**src/rtl/mem_arbiter_pkg.sv**
```systemverilog
// Shared types for the instruction/data memory arbiter: FSM state,
// captured request attributes and default widths.
package mem_arbiter_pkg;

  localparam int unsigned DEF_ADDR_W  = 32;
  localparam int unsigned DEF_DATA_W  = 32;
  localparam int unsigned DEF_TIMEOUT = 15;

  typedef enum logic [1:0] {
    IDLE = 2'd0,
    DACC = 2'd1,
    IACC = 2'd2,
    DONE = 2'd3
  } arb_state_e;

  typedef enum logic {
    OP_READ  = 1'b0,
    OP_WRITE = 1'b1
  } mem_op_e;

  typedef enum logic {
    SRC_INSTR = 1'b0,
    SRC_DATA  = 1'b1
  } req_src_e;

endpackage

```
**src/rtl/mem_arbiter_if.sv**
```systemverilog
// CPU-side request/response and RAM-port signals of the memory arbiter.
// The arbiter uses the slave view; the CPU/RAM environment uses master.
interface mem_arbiter_if
  import mem_arbiter_pkg::*;
#(
  parameter int unsigned ADDR_W = DEF_ADDR_W,
  parameter int unsigned DATA_W = DEF_DATA_W
);

  logic              iREN;
  logic [ADDR_W-1:0] iaddr;
  logic              dREN;
  logic              dWEN;
  logic [ADDR_W-1:0] daddr;
  logic [DATA_W-1:0] dstore;
  logic              ihit;
  logic              dhit;
  logic [DATA_W-1:0] iload;
  logic [DATA_W-1:0] dload;
  logic              ram_ren;
  logic              ram_wen;
  logic [ADDR_W-1:0] ram_addr;
  logic [DATA_W-1:0] ram_store;
  logic              ram_ready;
  logic [DATA_W-1:0] ram_load;

  modport slave (
    input  iREN, iaddr, dREN, dWEN, daddr, dstore, ram_ready, ram_load,
    output ihit, dhit, iload, dload, ram_ren, ram_wen, ram_addr, ram_store
  );

  modport master (
    output iREN, iaddr, dREN, dWEN, daddr, dstore, ram_ready, ram_load,
    input  ihit, dhit, iload, dload, ram_ren, ram_wen, ram_addr, ram_store
  );

endinterface

```
**src/rtl/mem_arbiter.sv**
```systemverilog
// Arbitrates instruction fetches and data accesses onto a single RAM port,
// data first, with a bounded wait and a sticky timeout flag.
module mem_arbiter
  import mem_arbiter_pkg::*;
#(
  parameter int unsigned TIMEOUT = DEF_TIMEOUT,
  parameter int unsigned ADDR_W  = DEF_ADDR_W,
  parameter int unsigned DATA_W  = DEF_DATA_W
) (
  input  logic          CLK,
  input  logic          RST,
  mem_arbiter_if.slave  bus,
  output logic          err
);

  localparam int unsigned      CNT_W    = $clog2(TIMEOUT + 1);
  localparam logic [CNT_W-1:0] CNT_LAST = CNT_W'(TIMEOUT - 1);
  localparam logic [CNT_W-1:0] CNT_MAX  = CNT_W'(TIMEOUT);

  arb_state_e        r_state;
  arb_state_e        w_state_nxt;
  mem_op_e           r_op;
  req_src_e          r_src;
  logic [ADDR_W-1:0] r_addr;
  logic [DATA_W-1:0] r_store;
  logic [DATA_W-1:0] r_iload;
  logic [DATA_W-1:0] r_dload;
  logic [CNT_W-1:0]  r_cnt;
  logic              r_err;

  logic w_dreq;
  logic w_access;
  logic w_expire;

  assign w_dreq   = bus.dREN | bus.dWEN;
  assign w_access = (r_state == DACC) || (r_state == IACC);
  // Last permitted wait cycle passes without ram_ready: abandon the access.
  assign w_expire = w_access && !bus.ram_ready && (r_cnt == CNT_LAST);

  always_ff @(posedge CLK) begin
    if (RST) begin
      r_state <= IDLE;
    end else begin
      r_state <= w_state_nxt;
    end
  end

  always_comb begin
    w_state_nxt = r_state;
    case (r_state)
      IDLE: begin
        if (w_dreq) begin
          w_state_nxt = DACC;
        end else if (bus.iREN) begin
          w_state_nxt = IACC;
        end
      end
      DACC, IACC: begin
        if (bus.ram_ready) begin
          w_state_nxt = DONE;
        end else if (w_expire) begin
          w_state_nxt = IDLE;
        end
      end
      DONE:    w_state_nxt = IDLE;
      default: w_state_nxt = IDLE;
    endcase
  end

  always_ff @(posedge CLK) begin
    if (RST) begin
      r_op    <= OP_READ;
      r_src   <= SRC_INSTR;
      r_addr  <= '0;
      r_store <= '0;
      r_iload <= '0;
      r_dload <= '0;
      r_cnt   <= '0;
      r_err   <= 1'b0;
    end else begin
      if (r_state == IDLE) begin
        if (w_dreq) begin
          r_src   <= SRC_DATA;
          r_op    <= bus.dWEN ? OP_WRITE : OP_READ;
          r_addr  <= bus.daddr;
          r_store <= bus.dstore;
          r_cnt   <= '0;
        end else if (bus.iREN) begin
          r_src  <= SRC_INSTR;
          r_op   <= OP_READ;
          r_addr <= bus.iaddr;
          r_cnt  <= '0;
        end
      end
      if (w_access && bus.ram_ready) begin
        if (r_state == IACC) begin
          r_iload <= bus.ram_load;
        end else if (r_op == OP_READ) begin
          r_dload <= bus.ram_load;
        end
      end
      if (w_access && !bus.ram_ready && (r_cnt != CNT_MAX)) begin
        r_cnt <= r_cnt + CNT_W'(1);
      end
      if (w_expire) begin
        r_err <= 1'b1;
      end
    end
  end

  // Hits are qualified by the live request so a withdrawn request gets none.
  always_comb begin
    bus.ram_ren   = 1'b0;
    bus.ram_wen   = 1'b0;
    bus.ram_addr  = r_addr;
    bus.ram_store = r_store;
    bus.ihit      = 1'b0;
    bus.dhit      = 1'b0;
    case (r_state)
      DACC: begin
        bus.ram_ren = (r_op == OP_READ);
        bus.ram_wen = (r_op == OP_WRITE);
      end
      IACC: bus.ram_ren = 1'b1;
      DONE: begin
        bus.ihit = (r_src == SRC_INSTR) && bus.iREN;
        bus.dhit = (r_src == SRC_DATA) && w_dreq;
      end
      default: ;
    endcase
  end

  assign bus.iload = r_iload;
  assign bus.dload = r_dload;
  assign err       = r_err;

endmodule

```
**src/flat_wrapper.sv**
```systemverilog
// flat-port wrapper written by rule: the top's interface ports become plain ports
module mem_arbiter_flat import mem_arbiter_pkg::*;
#(
  parameter int unsigned TIMEOUT = DEF_TIMEOUT,
  parameter int unsigned ADDR_W  = DEF_ADDR_W,
  parameter int unsigned DATA_W  = DEF_DATA_W
)
  (CLK, RST, err, bus_iREN, bus_iaddr, bus_dREN, bus_dWEN, bus_daddr, bus_dstore, bus_ram_ready, bus_ram_load, bus_ihit, bus_dhit, bus_iload, bus_dload, bus_ram_ren, bus_ram_wen, bus_ram_addr, bus_ram_store);
  mem_arbiter_if #(.ADDR_W(ADDR_W), .DATA_W(DATA_W)) bus_i ();
  input  logic CLK;
  input  logic RST;
  output logic err;
  input wire logic [$bits(bus_i.iREN)-1:0] bus_iREN;
  input wire logic [$bits(bus_i.iaddr)-1:0] bus_iaddr;
  input wire logic [$bits(bus_i.dREN)-1:0] bus_dREN;
  input wire logic [$bits(bus_i.dWEN)-1:0] bus_dWEN;
  input wire logic [$bits(bus_i.daddr)-1:0] bus_daddr;
  input wire logic [$bits(bus_i.dstore)-1:0] bus_dstore;
  input wire logic [$bits(bus_i.ram_ready)-1:0] bus_ram_ready;
  input wire logic [$bits(bus_i.ram_load)-1:0] bus_ram_load;
  output wire logic [$bits(bus_i.ihit)-1:0] bus_ihit;
  output wire logic [$bits(bus_i.dhit)-1:0] bus_dhit;
  output wire logic [$bits(bus_i.iload)-1:0] bus_iload;
  output wire logic [$bits(bus_i.dload)-1:0] bus_dload;
  output wire logic [$bits(bus_i.ram_ren)-1:0] bus_ram_ren;
  output wire logic [$bits(bus_i.ram_wen)-1:0] bus_ram_wen;
  output wire logic [$bits(bus_i.ram_addr)-1:0] bus_ram_addr;
  output wire logic [$bits(bus_i.ram_store)-1:0] bus_ram_store;
  assign bus_i.iREN = bus_iREN;
  assign bus_i.iaddr = bus_iaddr;
  assign bus_i.dREN = bus_dREN;
  assign bus_i.dWEN = bus_dWEN;
  assign bus_i.daddr = bus_daddr;
  assign bus_i.dstore = bus_dstore;
  assign bus_i.ram_ready = bus_ram_ready;
  assign bus_i.ram_load = bus_ram_load;
  assign bus_ihit = bus_i.ihit;
  assign bus_dhit = bus_i.dhit;
  assign bus_iload = bus_i.iload;
  assign bus_dload = bus_i.dload;
  assign bus_ram_ren = bus_i.ram_ren;
  assign bus_ram_wen = bus_i.ram_wen;
  assign bus_ram_addr = bus_i.ram_addr;
  assign bus_ram_store = bus_i.ram_store;
  mem_arbiter #(.TIMEOUT(TIMEOUT), .ADDR_W(ADDR_W), .DATA_W(DATA_W)) u_core (.CLK(CLK), .RST(RST), .bus(bus_i), .err(err));
endmodule
```
**config.mk**
```make
export PLATFORM = sky130hd
export DESIGN_NAME = mem_arbiter_flat
export DESIGN_NICKNAME = d
export VERILOG_FILES = /design/src/rtl/mem_arbiter_pkg.sv /design/src/rtl/mem_arbiter_if.sv /design/src/rtl/mem_arbiter.sv /design/src/flat_wrapper.sv
export SDC_FILE = /design/constraint.sdc
export NUM_CORES = 1
export LEC_CHECK = 0
export CAP_MARGIN = 20
export CORE_MARGIN = 2
export CORE_UTILIZATION = 40
export CTS_CLUSTER_DIAMETER = 50
export DETAILED_ROUTE_END_ITERATION = 8
export MAX_ROUTING_LAYER = met4
export PLACE_DENSITY = 0.8
export SLEW_MARGIN = 15
export SYNTH_ARGS = -nofsm -noshare
export SYNTH_HDL_FRONTEND = slang
export SYNTH_SLANG_ARGS = --single-unit
```
**constraint.sdc**
```tcl
create_clock -name CLK -period 2.1 [get_ports CLK]
set_clock_uncertainty 0.1 [all_clocks]
set_input_delay 0.42 -clock CLK [delete_from_list [all_inputs] [get_ports CLK]]
set_output_delay 0.42 -clock CLK [all_outputs]
set_load 0.005 [all_outputs]
```
==> metrics.txt, run 1 <==
Reg2Reg Setup Slack=190 ps; reg2reg start=u_core.r_state[0]; Critical Path AT=1430 ps; Post-Syn Area=5320 sq um; Die X=119 um; die area=14200 sq um; Overall Global Routing Usage=0.230; CTS Buf Count=17; Setup violations, final=0; final worst-path cycle share=0.927; HPWL after detailed placement=11000 um; Final Power=8.11 mW; Skew-Pair Late Insertion Delay=410 ps; area grow syn2layout=65.2%; TritonCTS clock tree=yes; Leak=3.19 nW; n_diodes=0; Synth top area share=0.516; Hold Fails Final Rpt=0; most common cell after layout, fill and taps aside=clkdlybuf4s50_1; count of pins over their slew limit=0; Root Buffer=clkbuf_16; FF+latch area=2750 sq um; sequential fraction of the synthesis area=0.516; most frequent cells in the layout=clkdlybuf4s50_1 (260), nand2_1 (229), dfxtp_1 (135), a21oi_1 (104), nor2_1 (37); drt total wl=16100 um; CP Class=register to output pin; number of flops mapped to enable cells by yosys=0; Worst EP required=1580 ps; average cell area after synthesis=7.91 sq um; number of remaining DRC errors=0; Initial Utilization=0.406; FFs w/ async S/R, synth=0; area of the multi-input gates=2340 sq um; largest net degree at the start of global routing=47; Yosys reg bits=137; Slowest-stage cell, CP=dfxtp_2; final worst slack=154 ps; Cells after Synth=672; simple-gate share of the synthesized area=0.213; Cell Pwr Density=924 nW/um^2; crit-path max FO=4; clk slew on worst S/H paths=50 ps; largest family of logic cells by synthesized area=simple AND/OR/NAND/NOR gates; Synth Area in XOR/XNOR=0.00165; Compound-Gate Fraction of Synth Area=0.200; global-route congestion overflow total=0; Crit path largest cell delay=350 ps; fin area=8780 sq um; die height=119 um; status=finished clean; pre-CTS worst setup slack=-135 ps; Startpoint Class=register; Netlist cell types=35; crit path cell chain=inv_2 -> ha_1 -> and2_1 -> dlygate4sd2_1; vias per cell=4.95; io pins=267; DRT Pass-1 Iters=4; standard-cell rows=42; Tmin final=1950 ps; Final Net Count=1065; hold_sp=u_core.bus.ram_store[0]; Peak VDD IR=0.000580 V; htree depth=4; crit path launch=u_core.r_state[1]; Synth Warn #=0; Fill cells=1104; share of layout cells above drive strength 1=0.0705; CTS Sinks=137; number of I/O port buffers=266; syn nets=813; core box area=13100 sq um; detailed-route via count=5504; Final ANT Viol Nets=0; Worst setup EP type=output pin; Synth area leaders=dfxtp_1 (52%), nand2_1 (16%), a21oi_1 (9.8%); first-pass GRT wire length=25600 um; area leader, netlist=dfxtp_1; max_cap viols=0; gpl congestion=0.837; deepest clock path buffer count=2; Worst-Margin Slew=528 ps; initial antenna violation count=0; vias in the first global route=5095; worst hold path class=register to register; Synth Flop Type=dfxtp_1; mux cell area share after synthesis=0.00424; Post-DP Area=8230 sq um; Fmax=514 MHz; # hold bufs at CTS=0; initial DRC count=283; wire length per cell=14.5 um; adder-cell share of the synthesized area=0.0165; Worst slew margin=0.648; RSZ-0062 raised after global routing=no
sequential cells by signal, indices dropped and copies added, names as in the netlist, 2 cells and up:
name                  cells
u_core.r_cnt              4
u_core.bus.ram_addr      32
u_core.bus.iload         32
u_core.r_state            2
u_core.bus.dload         32
u_core.bus.ram_store     32
critical path: cells and delay by family (launching register included):
family                     cells  cell delay [ps]
adders and majority gates      1              180
DFF                            1              350
and+or+nand+nor                1              160
buffers and inverters          2              340
cells by family after synthesis:
group,after synthesis
muxes,2
buffers and inverters,58
AOI/OAI and AO/OA,181
xor gates and xnor gates,1
DFF,137
adders and majority gates,7
and+or+nand+nor,286
cell type report:
type | count | share of cell area
timing repair buffer | 288 | 0.332
sequential | 137 | 0.313
multi-input combinational | 477 | 0.267
clock buffer | 23 | 0.0544
tap | 176 | 0.0251
clock inverter | 8 | 0.00812
inverter | 3 | 0.00128
synth_stat cells (all sizes together), types with 2 or more instances:
| cell | n |
|---|---|
| nor3 | 2 |
| inv | 3 |
| a41oi | 2 |
| a21oi | 104 |
| o21ai | 34 |
| o21a | 2 |
| a311oi | 32 |
| dfxtp | 137 |
| o211ai | 3 |
| mux2 | 2 |
| and3 | 2 |
| nand3 | 5 |
| nor2 | 39 |
| nand2 | 229 |
| buf | 27 |
| ha | 7 |
| clkbuf | 28 |
per-stage QoR:
stage	util	setup TNS, ps	instances	hold WS [ps]
after CTS	0.671	0	1111	353
after global placement	0.629	-666	1080	341
final	0.671	0	1112	350
after global routing	0.671	0	1112	369
after detailed placement	0.629	-2040	1080	346
after floorplan	-	0	672	353
worst paths after layout:
kind,end,cells after the start
worst max-delay path,bus_ram_wen,4
worst max register to register,u_core.r_state[0],6
worst min-delay path,u_core.bus.ram_store[0],2
worst min register to register,u_core.bus.ram_store[0],2
power by group:
group	internal [mW]	switching (mW)	total [mW]
combinational	1.23	0.988	2.22
clock	1.71	1.06	2.77
sequential	2.95	0.182	3.13
total	5.88	2.23	8.11
per-layer routing:
metal,routed length [um],GRT usage,vias to the layer above,part of all wire
li1,-,-,2765,-
met1,6930,0.272,2519,0.43
met2,7780,0.369,186,0.48
met3,974,0.0637,34,0.060
met4,447,0.0997,0,0.028
met5,0,-,-,0
what timing repair did:
action                                  in CTS  in global routing
gates cloned                                 0                  0
endpoints found under the setup margin       4                  1
gates resized for setup                     12                  2
buffers inserted                             0                  1
Note: power is estimated with default switching activity, not from simulation.
==> inputs of run 2 (changes only) <==
- CORE_AREA: unset -> 2 2 105 107
- CORE_MARGIN: 2 -> unset
- CORE_UTILIZATION: 40 -> unset
- DIE_AREA: unset -> 0 0 107 109
- DONT_BUFFER_PORTS: unset -> 1
- PLACE_DENSITY: 0.8 -> 0.66
==> run 2 against run 1 <==
The run now ends with negative hold slack left. Hold slack lost 460 ps. Critical path depth is 2 higher. Final area fell by 28%. Total power fell by 9.6%. Clock power rose by 2%. Sequential share of layout area up 12 points. Largest cell class is now sequential cells.
==> metrics.txt, run 2 (synthesis gave the netlist of run 1 again) <==
status=finished, violations left; failing checks=negative hold slack; Crit path largest cell delay=540 ps; FF+latch area=2740 sq um; switching pwr=2.10 mW; Startpoint Class=register; Comb power frac=0.177; Initial Utilization=0.501; htree depth=4; Critical Path AT=2290 ps; Overall Global Routing Usage=0.232; Fmax=501 MHz; TritonCTS clock tree=yes; Flop pwr share=0.439; switch share=0.287; standard-cell rows=38; Final Net Count=823; Tmin final=2000 ps; Worst slew margin=0.688; final worst-path cycle share=0.951; Reg2Reg Setup Slack=100 ps; n_diodes=0; gpl congestion=0.810; worst hold slack=-108 ps; drt total wl=13800 um; Post-CTS Repair Setup Buffers=0; crit path cell chain=inv_2 -> ha_4 -> and2b_1 -> a41oi_1 -> nor2_1 -> dlygate4sd3_1; Final ANT Viol Nets=0; RSZ-0062 raised after global routing=no; most common cell after layout, fill and taps aside=nand2_1; Fill cells=944; Skew-Pair Late Insertion Delay=510 ps; Hold Fails Final Rpt=98; Peak VDD IR=0.000495 V; worst hold path class=primary input to register; initial DRC count=349; vias in the first global route=4363; HPWL after detailed placement=9000 um; Slowest-stage cell, CP=dlygate4sd3_1; CP Class=register to register; largest net degree at the start of global routing=140; die area=11700 sq um; number of I/O port buffers=0; final worst slack=102 ps; detailed-route via count=4673; Worst EP required=2390 ps; core box area=10600 sq um; number of remaining DRC errors=0; Clock Power Share=0.384; global-route congestion overflow total=0; most frequent cells in the layout=nand2_1 (229), dfxtp_1 (136), a21oi_1 (104), nor2_1 (38), dlygate4sd3_1 (37); share of layout cells above drive strength 1=0.0748; DRT Pass-1 Iters=6; CTS Sinks=137; Leak=2.34 nW; Worst-Margin Slew=465 ps; first-pass GRT wire length=20900 um; deepest clock path buffer count=2; Root Buffer=clkbuf_8; count of pins over their slew limit=0; area grow syn2layout=19.7%; Int Pwr=5.23 mW; Total Neg Setup Slack=0 ps; die height=109 um; CTS Buf Count=17; vias per cell=5.60; initial antenna violation count=0; Die X=107 um; clk slew on worst S/H paths=60 ps; final core utilization=0.600; crit-path max FO=8; Setup violations, final=0; area of the multi-input gates=2350 sq um; Cell Pwr Density=1150 nW/um^2; wire length per cell=16.5 um; Worst setup EP type=register; max_cap viols=0; pre-CTS worst setup slack=155 ps; io pins=267
-- run 2: power by group through the flow --
| stage | combinational, mW | clock [mW] | sequential (mW) |
|---|---|---|---|
| final | 1.30 | 2.82 | 3.22 |
| after floorplan | 0.937 | 0 | 3.19 |
| after detailed placement | 1.10 | 0 | 3.28 |
| after CTS | 1.21 | 2.89 | 3.23 |
| after global placement | 1.05 | 0 | 3.27 |
| after global routing | 1.46 | 3.01 | 3.26 |
-- run 2: layout make-up --
cell class | instances | area share
inverter | 3 | 0.00177
tap | 140 | 0.0275
clock buffer | 19 | 0.0663
sequential | 137 | 0.431
timing repair buffer | 46 | 0.0812
clock inverter | 13 | 0.0228
multi-input combinational | 477 | 0.369
-- run 2: final timing paths --
path / cells after the start / endpoint / from
worst min-delay path: 1 / u_core.bus.ram_addr[11] / RST
worst min register to register: 2 / u_core.bus.dload[11] / u_core.bus.dload[11]
worst max-delay path: 6 / u_core.err / u_core.r_state[0]
worst max register to register: 6 / u_core.err / u_core.r_state[0]
-- run 2: through the flow --
step           total power [mW]  instances  hold slack, ps  cell area (sq um)
4_1_cts                    7.32        822            -135               6210
5_1_grt                    7.72        835            -151               6360
3_5_place_dp               4.38        766             360               5390
3_3_place_gp               4.32        766             355               5390
2_1_floorplan              4.13        672             353               5320
6_report                   7.34        835            -108               6360
-- run 2: timing repair --
item,in CTS,in global routing
hold endpoints to repair,135,111
resized for setup,4,6
endpoints found under the setup margin,1,23
hold buffers,24,13
-- run 2: layer usage --
metal	global-route usage	vias up	routed length [um]
li1	-	2283	-
met1	0.258	2192	5340
met2	0.377	181	6990
met3	0.0962	17	1220
met4	0.0844	0	231
met5	-	-	0
-- run 2: critical path, delay by kind of cell (launching register included) --
family,cells,cell delay (ps)
adder cells (fa/ha/maj),1,270
flip-flops,1,380
buffers and inverters,2,630
AO/OA/AOI/OAI,1,230
AND/OR/NAND/NOR,2,280
